$ cat config.mk
export PLATFORM = sky130hd
export DESIGN_NAME = exec_pipe_flat
export DESIGN_NICKNAME = d
export VERILOG_FILES = /design/src/rtl/exec_pipe_pkg.sv /design/src/rtl/exec_pipe_if.sv /design/src/rtl/exec_pipe_alu.sv /design/src/rtl/exec_pipe.sv /design/src/flat_wrapper.sv
export SDC_FILE = /design/constraint.sdc
export NUM_CORES = 2
export LEC_CHECK = 0
export CELL_PAD_IN_SITES_DETAIL_PLACEMENT = 1
export CELL_PAD_IN_SITES_GLOBAL_PLACEMENT = 2
export CORE_UTILIZATION = 45
export CTS_CLUSTER_SIZE = 40
export DETAILED_ROUTE_END_ITERATION = 10
export MAX_ROUTING_LAYER = met4
export PLACE_DENSITY = 0.78
export RECOVER_POWER = 100
export REMOVE_ABC_BUFFERS = 1
export SKIP_LAST_GASP = 1
export SLEW_MARGIN = 20
export SYNTH_ARGS = -nofsm -noshare
export SYNTH_HDL_FRONTEND = slang
export SYNTH_SLANG_ARGS = --single-unit
$ cat constraint.sdc
create_clock -name Clk -period 8.9 [get_ports Clk]
set_input_delay 1.335 -clock Clk [delete_from_list [all_inputs] [get_ports Clk]]
set_output_delay 1.335 -clock Clk [all_outputs]
set_load 0.02 [all_outputs]
$ cat src/rtl/exec_pipe_pkg.sv
// exec_pipe_pkg
// Shared constants for the EX/MEM/WB pipeline slice: datapath and register
// specifier widths, data memory geometry, ALU operation encodings, and the
// destination-select helper used when ID/EX captures an instruction.
package exec_pipe_pkg;

    localparam int DATA_W    = 32;
    localparam int REG_W     = 5;
    localparam int MEM_DEPTH = 64;
    localparam int MEM_AW    = $clog2(MEM_DEPTH);

    typedef enum logic [2:0] {
        ALU_AND = 3'b000,
        ALU_OR  = 3'b001,
        ALU_ADD = 3'b010,
        ALU_SUB = 3'b110,
        ALU_SLT = 3'b111
    } alu_op_e;

    // Immediate-form instructions write Rt; register-form write Rd.
    function automatic logic [REG_W-1:0] sel_dest(
        input logic             alu_src,
        input logic [REG_W-1:0] rt,
        input logic [REG_W-1:0] rd
    );
        return alu_src ? rt : rd;
    endfunction

endpackage

$ cat src/rtl/exec_pipe_if.sv
// exec_pipe_if
// Bundles the ID-stage inputs and the EX/MEM/WB observation outputs of
// exec_pipe.
//   slave  : the pipeline (consumes ID controls/operands, drives stage info)
//   master : the decode side / environment (drives ID inputs, observes stages)
// ID inputs : Stall, ALUSrc, ALUControl[2:0], MemRead, MemWrite, RegWrite,
//             DataA/DataB/SignExtend[31:0], Rs/Rt/Rd[4:0]
// Outputs   : EXRegWrite, EXMemRead, EXRd[4:0],
//             MEMRegWrite, MEMData[31:0], MEMRd[4:0],
//             WBRegWrite, WBData[31:0], WBRd[4:0]
interface exec_pipe_if;
    import exec_pipe_pkg::*;

    logic              Stall;
    logic              ALUSrc;
    logic [2:0]        ALUControl;
    logic              MemRead;
    logic              MemWrite;
    logic              RegWrite;
    logic [DATA_W-1:0] DataA;
    logic [DATA_W-1:0] DataB;
    logic [DATA_W-1:0] SignExtend;
    logic [REG_W-1:0]  Rs;
    logic [REG_W-1:0]  Rt;
    logic [REG_W-1:0]  Rd;

    logic              EXRegWrite;
    logic              EXMemRead;
    logic [REG_W-1:0]  EXRd;
    logic              MEMRegWrite;
    logic [DATA_W-1:0] MEMData;
    logic [REG_W-1:0]  MEMRd;
    logic              WBRegWrite;
    logic [DATA_W-1:0] WBData;
    logic [REG_W-1:0]  WBRd;

    modport master (
        output Stall, ALUSrc, ALUControl, MemRead, MemWrite, RegWrite,
               DataA, DataB, SignExtend, Rs, Rt, Rd,
        input  EXRegWrite, EXMemRead, EXRd,
               MEMRegWrite, MEMData, MEMRd,
               WBRegWrite, WBData, WBRd
    );

    modport slave (
        input  Stall, ALUSrc, ALUControl, MemRead, MemWrite, RegWrite,
               DataA, DataB, SignExtend, Rs, Rt, Rd,
        output EXRegWrite, EXMemRead, EXRd,
               MEMRegWrite, MEMData, MEMRd,
               WBRegWrite, WBData, WBRd
    );

endinterface

$ cat src/rtl/exec_pipe_alu.sv
// exec_alu
// Purely combinational EX-stage ALU.
//   alu_ctl : operation code (AND, OR, ADD, SUB, signed SLT; others give 0)
//   op_a    : first operand
//   op_b    : second operand (register or immediate, selected upstream)
//   result  : operation result; ADD/SUB wrap modulo 2^32
module exec_alu
    import exec_pipe_pkg::*;
(
    input  logic [2:0]               alu_ctl,
    input  logic signed [DATA_W-1:0] op_a,
    input  logic signed [DATA_W-1:0] op_b,
    output logic signed [DATA_W-1:0] result
);

    always_comb begin
        result = '0;
        case (alu_ctl)
            ALU_AND: result = op_a & op_b;
            ALU_OR:  result = op_a | op_b;
            ALU_ADD: result = op_a + op_b;
            ALU_SUB: result = op_a - op_b;
            // Both operands are declared signed, so this is a signed compare.
            ALU_SLT: result = {{(DATA_W-1){1'b0}}, (op_a < op_b)};
            default: result = '0;
        endcase
    end

endmodule

$ cat src/rtl/exec_pipe.sv
// exec_pipe
// EX, MEM and WB stages of a 5-stage RISC pipeline: ID/EX, EX/MEM and MEM/WB
// registers, the EX-stage ALU, and a 64-word data memory in MEM.
//   Clk    : rising-edge clock
//   ResetN : synchronous active-low reset; clears all pipeline registers
//            (data memory is left untouched)
//   bus    : exec_pipe_if.slave carrying the ID inputs and the EX/MEM/WB
//            hazard, forwarding and register-file write outputs
module exec_pipe
    import exec_pipe_pkg::*;
(
    input  logic       Clk,
    input  logic       ResetN,
    exec_pipe_if.slave bus
);

    logic [REG_W-1:0] id_dest;

    logic signed [DATA_W-1:0] a_p0;
    logic signed [DATA_W-1:0] b_p0;
    logic signed [DATA_W-1:0] imm_p0;
    logic                     alu_src_p0;
    logic [2:0]               ctl_p0;
    logic                     rw_p0;
    logic                     mr_p0;
    logic                     mw_p0;
    logic [REG_W-1:0]         dest_p0;

    logic signed [DATA_W-1:0] op_b_ex;
    logic signed [DATA_W-1:0] alu_res;

    logic signed [DATA_W-1:0] alu_p1;
    logic [DATA_W-1:0]        store_p1;
    logic [REG_W-1:0]         dest_p1;
    logic                     rw_p1;
    logic                     mr_p1;
    logic                     mw_p1;

    logic [DATA_W-1:0]        mem [MEM_DEPTH];
    logic [MEM_AW-1:0]        mem_idx;
    logic [DATA_W-1:0]        mem_rdata;
    logic [DATA_W-1:0]        mem_data;

    logic [DATA_W-1:0]        data_p2;
    logic [REG_W-1:0]         dest_p2;
    logic                     rw_p2;

    assign id_dest = sel_dest(bus.ALUSrc, bus.Rt, bus.Rd);

    // ---- ID -> EX boundary (ID/EX register) ----
    // A stall keeps the operands but turns the slot into a bubble: no side
    // effects and no destination, so downstream forwarding ignores it.
    always_ff @(posedge Clk) begin
        if (!ResetN) begin
            a_p0       <= '0;
            b_p0       <= '0;
            imm_p0     <= '0;
            alu_src_p0 <= 1'b0;
            ctl_p0     <= '0;
            rw_p0      <= 1'b0;
            mr_p0      <= 1'b0;
            mw_p0      <= 1'b0;
            dest_p0    <= '0;
        end else begin
            a_p0       <= bus.DataA;
            b_p0       <= bus.DataB;
            imm_p0     <= bus.SignExtend;
            alu_src_p0 <= bus.ALUSrc;
            ctl_p0     <= bus.ALUControl;
            if (bus.Stall) begin
                rw_p0   <= 1'b0;
                mr_p0   <= 1'b0;
                mw_p0   <= 1'b0;
                dest_p0 <= '0;
            end else begin
                // Register 0 is hardwired; never claim a write to it.
                rw_p0   <= bus.RegWrite && (id_dest != '0);
                mr_p0   <= bus.MemRead;
                mw_p0   <= bus.MemWrite;
                dest_p0 <= id_dest;
            end
        end
    end

    assign bus.EXRegWrite = rw_p0;
    assign bus.EXMemRead  = mr_p0;
    assign bus.EXRd       = dest_p0;

    assign op_b_ex = alu_src_p0 ? imm_p0 : b_p0;

    exec_alu u_alu (
        .alu_ctl (ctl_p0),
        .op_a    (a_p0),
        .op_b    (op_b_ex),
        .result  (alu_res)
    );

    // ---- EX -> MEM boundary (EX/MEM register) ----
    always_ff @(posedge Clk) begin
        if (!ResetN) begin
            alu_p1   <= '0;
            store_p1 <= '0;
            dest_p1  <= '0;
            rw_p1    <= 1'b0;
            mr_p1    <= 1'b0;
            mw_p1    <= 1'b0;
        end else begin
            alu_p1   <= alu_res;
            store_p1 <= b_p0;
            dest_p1  <= dest_p0;
            rw_p1    <= rw_p0;
            mr_p1    <= mr_p0;
            mw_p1    <= mw_p0;
        end
    end

    // Word-addressed: byte offset and upper address bits are ignored.
    assign mem_idx   = alu_p1[MEM_AW+1:2];
    assign mem_rdata = mem[mem_idx];
    // The read is combinational from current contents, so a slot with both
    // MemRead and MemWrite set returns the value from before its own write.
    assign mem_data  = mr_p1 ? mem_rdata : alu_p1;

    // A store sitting in EX/MEM on a reset edge is discarded, not written.
    always_ff @(posedge Clk) begin
        if (ResetN && mw_p1) begin
            mem[mem_idx] <= store_p1;
        end
    end

    assign bus.MEMRegWrite = rw_p1;
    assign bus.MEMData     = mem_data;
    assign bus.MEMRd       = dest_p1;

    // ---- MEM -> WB boundary (MEM/WB register) ----
    always_ff @(posedge Clk) begin
        if (!ResetN) begin
            data_p2 <= '0;
            dest_p2 <= '0;
            rw_p2   <= 1'b0;
        end else begin
            data_p2 <= mem_data;
            dest_p2 <= dest_p1;
            rw_p2   <= rw_p1;
        end
    end

    assign bus.WBRegWrite = rw_p2;
    assign bus.WBData     = data_p2;
    assign bus.WBRd       = dest_p2;

endmodule

$ cat src/flat_wrapper.sv
// flat-port wrapper written by rule: the top's interface ports become plain ports
module exec_pipe_flat import exec_pipe_pkg::*;
  (Clk, ResetN, bus_Stall, bus_ALUSrc, bus_ALUControl, bus_MemRead, bus_MemWrite, bus_RegWrite, bus_DataA, bus_DataB, bus_SignExtend, bus_Rs, bus_Rt, bus_Rd, bus_EXRegWrite, bus_EXMemRead, bus_EXRd, bus_MEMRegWrite, bus_MEMData, bus_MEMRd, bus_WBRegWrite, bus_WBData, bus_WBRd);
  exec_pipe_if bus_i ();
  input  logic Clk;
  input  logic ResetN;
  input wire logic [$bits(bus_i.Stall)-1:0] bus_Stall;
  input wire logic [$bits(bus_i.ALUSrc)-1:0] bus_ALUSrc;
  input wire logic [$bits(bus_i.ALUControl)-1:0] bus_ALUControl;
  input wire logic [$bits(bus_i.MemRead)-1:0] bus_MemRead;
  input wire logic [$bits(bus_i.MemWrite)-1:0] bus_MemWrite;
  input wire logic [$bits(bus_i.RegWrite)-1:0] bus_RegWrite;
  input wire logic [$bits(bus_i.DataA)-1:0] bus_DataA;
  input wire logic [$bits(bus_i.DataB)-1:0] bus_DataB;
  input wire logic [$bits(bus_i.SignExtend)-1:0] bus_SignExtend;
  input wire logic [$bits(bus_i.Rs)-1:0] bus_Rs;
  input wire logic [$bits(bus_i.Rt)-1:0] bus_Rt;
  input wire logic [$bits(bus_i.Rd)-1:0] bus_Rd;
  output wire logic [$bits(bus_i.EXRegWrite)-1:0] bus_EXRegWrite;
  output wire logic [$bits(bus_i.EXMemRead)-1:0] bus_EXMemRead;
  output wire logic [$bits(bus_i.EXRd)-1:0] bus_EXRd;
  output wire logic [$bits(bus_i.MEMRegWrite)-1:0] bus_MEMRegWrite;
  output wire logic [$bits(bus_i.MEMData)-1:0] bus_MEMData;
  output wire logic [$bits(bus_i.MEMRd)-1:0] bus_MEMRd;
  output wire logic [$bits(bus_i.WBRegWrite)-1:0] bus_WBRegWrite;
  output wire logic [$bits(bus_i.WBData)-1:0] bus_WBData;
  output wire logic [$bits(bus_i.WBRd)-1:0] bus_WBRd;
  assign bus_i.Stall = bus_Stall;
  assign bus_i.ALUSrc = bus_ALUSrc;
  assign bus_i.ALUControl = bus_ALUControl;
  assign bus_i.MemRead = bus_MemRead;
  assign bus_i.MemWrite = bus_MemWrite;
  assign bus_i.RegWrite = bus_RegWrite;
  assign bus_i.DataA = bus_DataA;
  assign bus_i.DataB = bus_DataB;
  assign bus_i.SignExtend = bus_SignExtend;
  assign bus_i.Rs = bus_Rs;
  assign bus_i.Rt = bus_Rt;
  assign bus_i.Rd = bus_Rd;
  assign bus_EXRegWrite = bus_i.EXRegWrite;
  assign bus_EXMemRead = bus_i.EXMemRead;
  assign bus_EXRd = bus_i.EXRd;
  assign bus_MEMRegWrite = bus_i.MEMRegWrite;
  assign bus_MEMData = bus_i.MEMData;
  assign bus_MEMRd = bus_i.MEMRd;
  assign bus_WBRegWrite = bus_i.WBRegWrite;
  assign bus_WBData = bus_i.WBData;
  assign bus_WBRd = bus_i.WBRd;
  exec_pipe u_core (.Clk(Clk), .ResetN(ResetN), .bus(bus_i));
endmodule
## Word level (Yosys, flattened, before mapping)

Memory sizes are Yosys's and may differ from the RTL's. A register that Yosys moved wholly into a read port is not among the register bits.
Cells that the tools add are included.

- Multiply operators: 0
- Mux-type cells: 7
- $add $sub $neg: 2
- Divide/modulo/power cells: 0
- Bitwise logic cells: 3
- Reductions and logical operators: 5
- Shift-type cells: 0
- Eq/ne operators: 4
- $lt $le $gt $ge: 1

Operators with widths:

| operator | count |
|---|---|
| $pmux W32 S5 | 1 |
| $mux W32 | 2 |
| $add A32 B32 Y32 | 1 |
| $and A32 B32 Y32 | 1 |
| $lt A32 B32 Y1 | 1 |
| $or A32 B32 Y32 | 1 |
| $sub A32 B32 Y32 | 1 |
| $eq A3 B3 Y1 const B | 2 |
| $mux W6 | 1 |
| $mux W5 | 1 |
| $reduce_bool A5 Y1 | 1 |
| $eq A3 B1 Y1 const B | 1 |
| $eq A3 B2 Y1 const B | 1 |
| $logic_not A3 Y1 | 1 |
| $logic_and A1 B1 Y1 | 2 |
| $mux W1 | 2 |
| $reduce_or A2 Y1 | 1 |
| $not A1 Y1 | 1 |

- Bits of input ports: 121
- Memories: 1
- Bits in read-only memories: 0
- Register bits: 218
- Output and inout port bits: 83
- Latch bits: 0
- RAM bits: 2048

Memories:

| name | depth | bits a word | rd ports | clocked after Yosys merged registers in | write ports | line | RTL |
|---|---|---|---|---|---|---|---|
| u_core.mem | 64 | 32 | 1 | 1 | 1 | exec_pipe.sv:39 | `logic [DATA_W-1:0] mem [MEM_DEPTH];` |

## Longest topological paths before layout

- Depth in word-level cells: 4
- Depth in mapped cells: 16
- Depth with buffers taken out: 14

## Hierarchy

A second synthesis with hierarchy kept.

- Cells, all modules: 5501
- Area total of the unflattened synthesis: 91382.6 µm²

By module, submodules not included:

| module | cells an instance | sequential area each (µm²) | area an instance (µm²) | instances |
|---|---|---|---|---|
| exec_pipe | 4755 | 65863.2 | 86365.3 | 1 |
| exec_alu | 746 | 0.0 | 5017.3 | 1 |

## Worst setup path before layout

OpenSTA, ideal clock, no wires.

- Kind: input -> register
- Start point: in ResetN
- End point: mem u_core.mem[17][0], enable pin
- Data arrival time: 3366 ps
- Path buffers: 2
- Library setup time: 421 ps
- Path slack: 5112 ps
- Stages on the path: 5
- Cell sequence: clkbuf_1 and2_1 buf_2 nand2_1 nor2_1

- Word-level cells in the longest chain between the ends: 3

RTL lines:

| element | line | RTL |
|---|---|---|
| start: declaration | flat_wrapper.sv:6 | `input logic ResetN;` |
| $logic_and A1 B1 Y1 | exec_pipe.sv:126 | `if (ResetN && mw_p1) begin` |
| $mux W1 | exec_pipe.sv:126 |  |
| $mux W1 (not written as such) | exec_pipe.sv:127 | `mem[mem_idx] <= store_p1;` |
| end: declaration | exec_pipe.sv:39 |  |

No other way between the ends.

==> results.txt <==
At the pin with the least slew margin, the transition time is 3.74 ns. The number of top-level pins is between 200 and 250. The worst supply voltage drop on vdd is 0.184 mV.

The final count of pins violating max slew came out at 4,404. The average wire per standard cell came out at 36.6 um. The timing-limited maximum frequency is 123 MHz.

The post-route clock period utilization is between 90% and 100%. Data on the critical path is required at its endpoint by 7.57 ns. From synthesis to final layout, the design area changed by 14.0%. The first-pass GRT wire length is around 430,000 um.

The length in cells of the worst reg-to-reg path came out at 7. The pin count of the biggest net entering global routing is 94. The count of nets after finishing came out at 5,927. The most used flip-flop cell after synthesis is sky130_fd_sc_hd__edfxtp_1. The global-route usage over all layers is about a third. The overall power of the completed layout is 22.7 mW. The post-synthesis async set-or-reset flop share came out at 0%.

The flow ran to the end, but the final reports show violations. The power density of the placed cells came out at 227 nW/um^2. The effective utilization at floorplan came out at 45.4%. Averaged over all synthesized cells, the footprint is 16.1 um^2. The worst hold path terminates at u_core.store_p1[27]$_SDFF_PN0_. The worst-case clock buffer depth is 3. The number of placement rows came out at 161. The number of library cell types mapped by synthesis is slightly above 90. The worst clock skew on the final layout is 0.0445 ns. The placeable core region came out at 193,000 um^2.

The clock-pin slew on the worst setup and hold paths came out at approximately 0.060 ns. The number of enable flip-flop cells after synthesis came out at 2,048. The number of antenna violations at the first check in global routing is 18. The total negative slack came out at 0 ns.

The path class of the tightest hold or removal check is reg -> reg. The final instance area came out at 100,000 um^2. The flop and latch count out of synthesis came out at 2,266. Setup slack on the worst reg-to-reg path comes out at 1.08 ns. The H-tree depth is 4. The die span in y is 444 um. Dividing the detail-routed via count by the number of cells gives approximately 6.6. The die is 444 um wide. The post-detailed-route count of antenna-violating nets is 0. Setup repair after global routing left no endpoint under its margin.

Detailed placement finished with a half-perimeter wire length of 180,000 um. In this run the cell area of the synthesized design comes to between 80,000 and 90,000 um^2. In this run the critical register-to-register path is launched from u_core.alu_p1[4]$_SDFF_PN0_.

The max-capacitance violation count came out at 133. The worst setup path is captured at an output port. Setup violations remaining at the end of the flow were counted as 0. The worst hold margin came out at about 0.46 ns. For the finished layout, the period the worst path requires is 8.13 ns. The number of endpoints with negative hold slack in the final report came out at 0.

The number of design-rule violations left by the first detailed-router iteration is about 8,500. By instance count, the leading cell after synthesis is sky130_fd_sc_hd__edfxtp_1. The number of global-route vias before repair is around 56,000. The number of hold buffers added after cts is 0. STA classifies the critical path startpoint as a flip-flop. Counting instances in the post-synthesis netlist gives the leading cell types as sky130_fd_sc_hd__edfxtp_1, sky130_fd_sc_hd__a22oi_1, sky130_fd_sc_hd__nor2_1, sky130_fd_sc_hd__a221oi_1, sky130_fd_sc_hd__dfxtp_1.

The start-to-end type of the worst setup path is reg -> out. Cells with a size suffix above 1 make up a little under an eighth of the layout. The remaining max-slew budget at the tightest pin is -150%.

The total placed cells including tap cells came out at roughly 8,000. The clock latency on the worst-skew pair is 0.90 ns. The leakage power figure came out at 28.7 nW. The area share of the largest cell type after synthesis is between 70% and 80%. The final cell utilization of the core is 51.8%. TritonCTS built the clock tree.

The total via count after detailed routing is 55,600. Summing all flip-flop and latch instances after layout gives 65,900 um^2. For this run, design rule violations remaining after detail routing come to 0. STA puts the critical path data arrival time at 6.80 ns. The final reports fail on capacitance limit, slew limit.

The worst slack at placement came out at 2.47 ns. Ranked by total cell area, the synthesized netlist is headed by sky130_fd_sc_hd__edfxtp_1, sky130_fd_sc_hd__dfxtp_1, sky130_fd_sc_hd__a22oi_1, sky130_fd_sc_hd__a221oi_1, sky130_fd_sc_hd__mux2i_1. The cell area after placement came out at 93,500 um^2. The root buffer cell chosen for the clock tree is sky130_fd_sc_hd__clkbuf_16. The count of buffers added by post-CTS timing repair for setup came out at 0.

The floorplan die area came out at 197,000 um^2. The congestion estimate from routability-driven global placement came to ~0.88. The number of instances in the synthesized netlist came out at ~5,400.

The number of buffer cells added on primary ports came out at 198. The synthesized design spends more area on one cell type than any other, namely sky130_fd_sc_hd__edfxtp_1. Before antenna repair, the detailed router went through 8 iterations. The yosys synthesis warning count is 0. Along the worst hold path, the cell count comes to 1. The endpoint identified for the worst register-to-register timing path is u_core.mem[44][31]$_DFFE_PP_. The global route total overflow came out at 0.

The worst hold path startpoint is u_core.b_p0[27]$_SDFF_PN0_. For this block, the routed nets add up to about 310,000 um of wire. The number of CTS-inserted buffers came out at 223. The count of instances resized after the clock tree is built is 0. Along the worst path, the maximum fanout reaches 63. The worst setup margin is 0.767 ns. The multi-input logic area came out at 19,900 um^2. The filler cell count is 18,000. Summing the sequential cell areas from Yosys gives roughly 75% of the chip area.

The final standard cell count with taps included and fillers excluded came out at between 8,000 and 9,000. The number of sinks handled by clock tree synthesis is 2,266.
power breakdown:
part           leakage, nW  internal [mW]  total, mW  switching (mW)
sequential            16.8           11.6       11.7           0.110
combinational         8.37          0.537       1.60            1.06
clock                 3.53           5.25       9.41            4.16
metal layers:
| metal | part of all wire, % | track usage, % | wire [um] | vias to the layer above |
|---|---|---|---|---|
| li1 | - | - | - | 22400 |
| met1 | 38 | 41.0 | 116000 | 28700 |
| met2 | 47 | 49.9 | 145000 | 3770 |
| met3 | 11 | 6.01 | 33500 | 735 |
| met4 | 4.6 | 12.9 | 14100 | 0 |
| met5 | 0 | - | 0 | - |
cell families (layout without fill, tap and decap cells):
kind of cell,count (synthesis),count (layout),synth area share (%)
DFF,2266,2266,75.1
muxes,286,286,3.64
and+or+nand+nor,801,801,4.46
other,0,15,0
xor gates and xnor gates,31,31,0.309
AOI/OAI and AO/OA,1488,1488,12.5
adders and majority gates,101,101,1.46
buffers and inverters,464,924,2.54
final cells by class:
class,count,share of cell area (%)
tap,2526,3.16
clock inverter,128,1.27
sequential,2266,65.9
inverter,106,0.400
timing repair buffer,401,3.39
multi-input combinational,2707,19.9
clock buffer,289,5.98
antenna,15,0.0375
worst max path at each step:
stage / slack [ns] / depth (start not counted) / from / endpoint
after floorplan: -8.97 / 8 / u_core.alu_p1[4]$_SDFF_PN0_ / bus_MEMData[3]
after global placement: 2.47 / 10 / u_core.alu_p1[4]$_SDFF_PN0_ / bus_MEMData[6]
after detailed placement: 2.47 / 10 / u_core.alu_p1[4]$_SDFF_PN0_ / bus_MEMData[6]
after CTS: 1.50 / 9 / u_core.alu_p1[2]$_SDFF_PN0_ / bus_MEMData[17]
after global routing: 0.72 / 10 / u_core.alu_p1[4]$_SDFF_PN0_ / bus_MEMData[11]
final: 0.77 / 11 / u_core.alu_p1[4]$_SDFF_PN0_ / bus_MEMData[11]
cells in the final DEF, fill, tap and decap left out, types with 26 or more instances in the layout:
| cell type | n |
|---|---|
| sky130_fd_sc_hd__clkdlybuf4s50_1 | 119 |
| sky130_fd_sc_hd__o22ai_1 | 35 |
| sky130_fd_sc_hd__clkinv_1 | 41 |
| sky130_fd_sc_hd__nor2_1 | 279 |
| sky130_fd_sc_hd__buf_4 | 96 |
| sky130_fd_sc_hd__and2_0 | 111 |
| sky130_fd_sc_hd__a22oi_1 | 389 |
| sky130_fd_sc_hd__dfxtp_1 | 209 |
| sky130_fd_sc_hd__nor3_1 | 43 |
| sky130_fd_sc_hd__a21oi_1 | 214 |
| sky130_fd_sc_hd__a221oi_1 | 256 |
| sky130_fd_sc_hd__clkinv_2 | 38 |
| sky130_fd_sc_hd__o21ai_0 | 119 |
| sky130_fd_sc_hd__nand3_1 | 26 |
| sky130_fd_sc_hd__a31oi_1 | 120 |
| sky130_fd_sc_hd__nand4_1 | 33 |
| sky130_fd_sc_hd__inv_1 | 103 |
| sky130_fd_sc_hd__ha_1 | 99 |
| sky130_fd_sc_hd__nand2_1 | 113 |
| sky130_fd_sc_hd__and2_1 | 66 |
| sky130_fd_sc_hd__mux2i_1 | 143 |
| sky130_fd_sc_hd__dlygate4sd3_1 | 78 |
| sky130_fd_sc_hd__edfxtp_1 | 2048 |
| sky130_fd_sc_hd__mux2_2 | 122 |
| sky130_fd_sc_hd__a22o_1 | 113 |
| sky130_fd_sc_hd__clkbuf_16 | 224 |
| sky130_fd_sc_hd__clkbuf_1 | 142 |
| sky130_fd_sc_hd__nor2_4 | 30 |
worst max-delay path, cell delays in order, from the launching register on:
cell	delay [ns]
sky130_fd_sc_hd__dfxtp_4	0.92
sky130_fd_sc_hd__buf_12	0.40
sky130_fd_sc_hd__nor2b_4	0.72
sky130_fd_sc_hd__clkbuf_1	1.05
sky130_fd_sc_hd__a22o_1	0.29
sky130_fd_sc_hd__a21oi_1	0.09
sky130_fd_sc_hd__a22oi_1	0.23
sky130_fd_sc_hd__o21ai_0	0.16
sky130_fd_sc_hd__o22ai_1	0.17
sky130_fd_sc_hd__nand2_1	0.18
sky130_fd_sc_hd__a31oi_1	0.80
sky130_fd_sc_hd__dlygate4sd3_1	0.78
state kept, by name, summed over array words and instances (netlist names), 3 cells and up:
name,cells
u_core.b_p0,32
u_core.a_p0,32
u_core.bus.WBData,32
u_core.store_p1,32
u_core.bus.WBRd,5
u_core.bus.MEMRd,5
u_core.ctl_p0,3
u_core.alu_p1,32
u_core.bus.EXRd,5
u_core.imm_p0,32
u_core.mem,2048
Note: power is estimated with default switching activity, not from simulation.
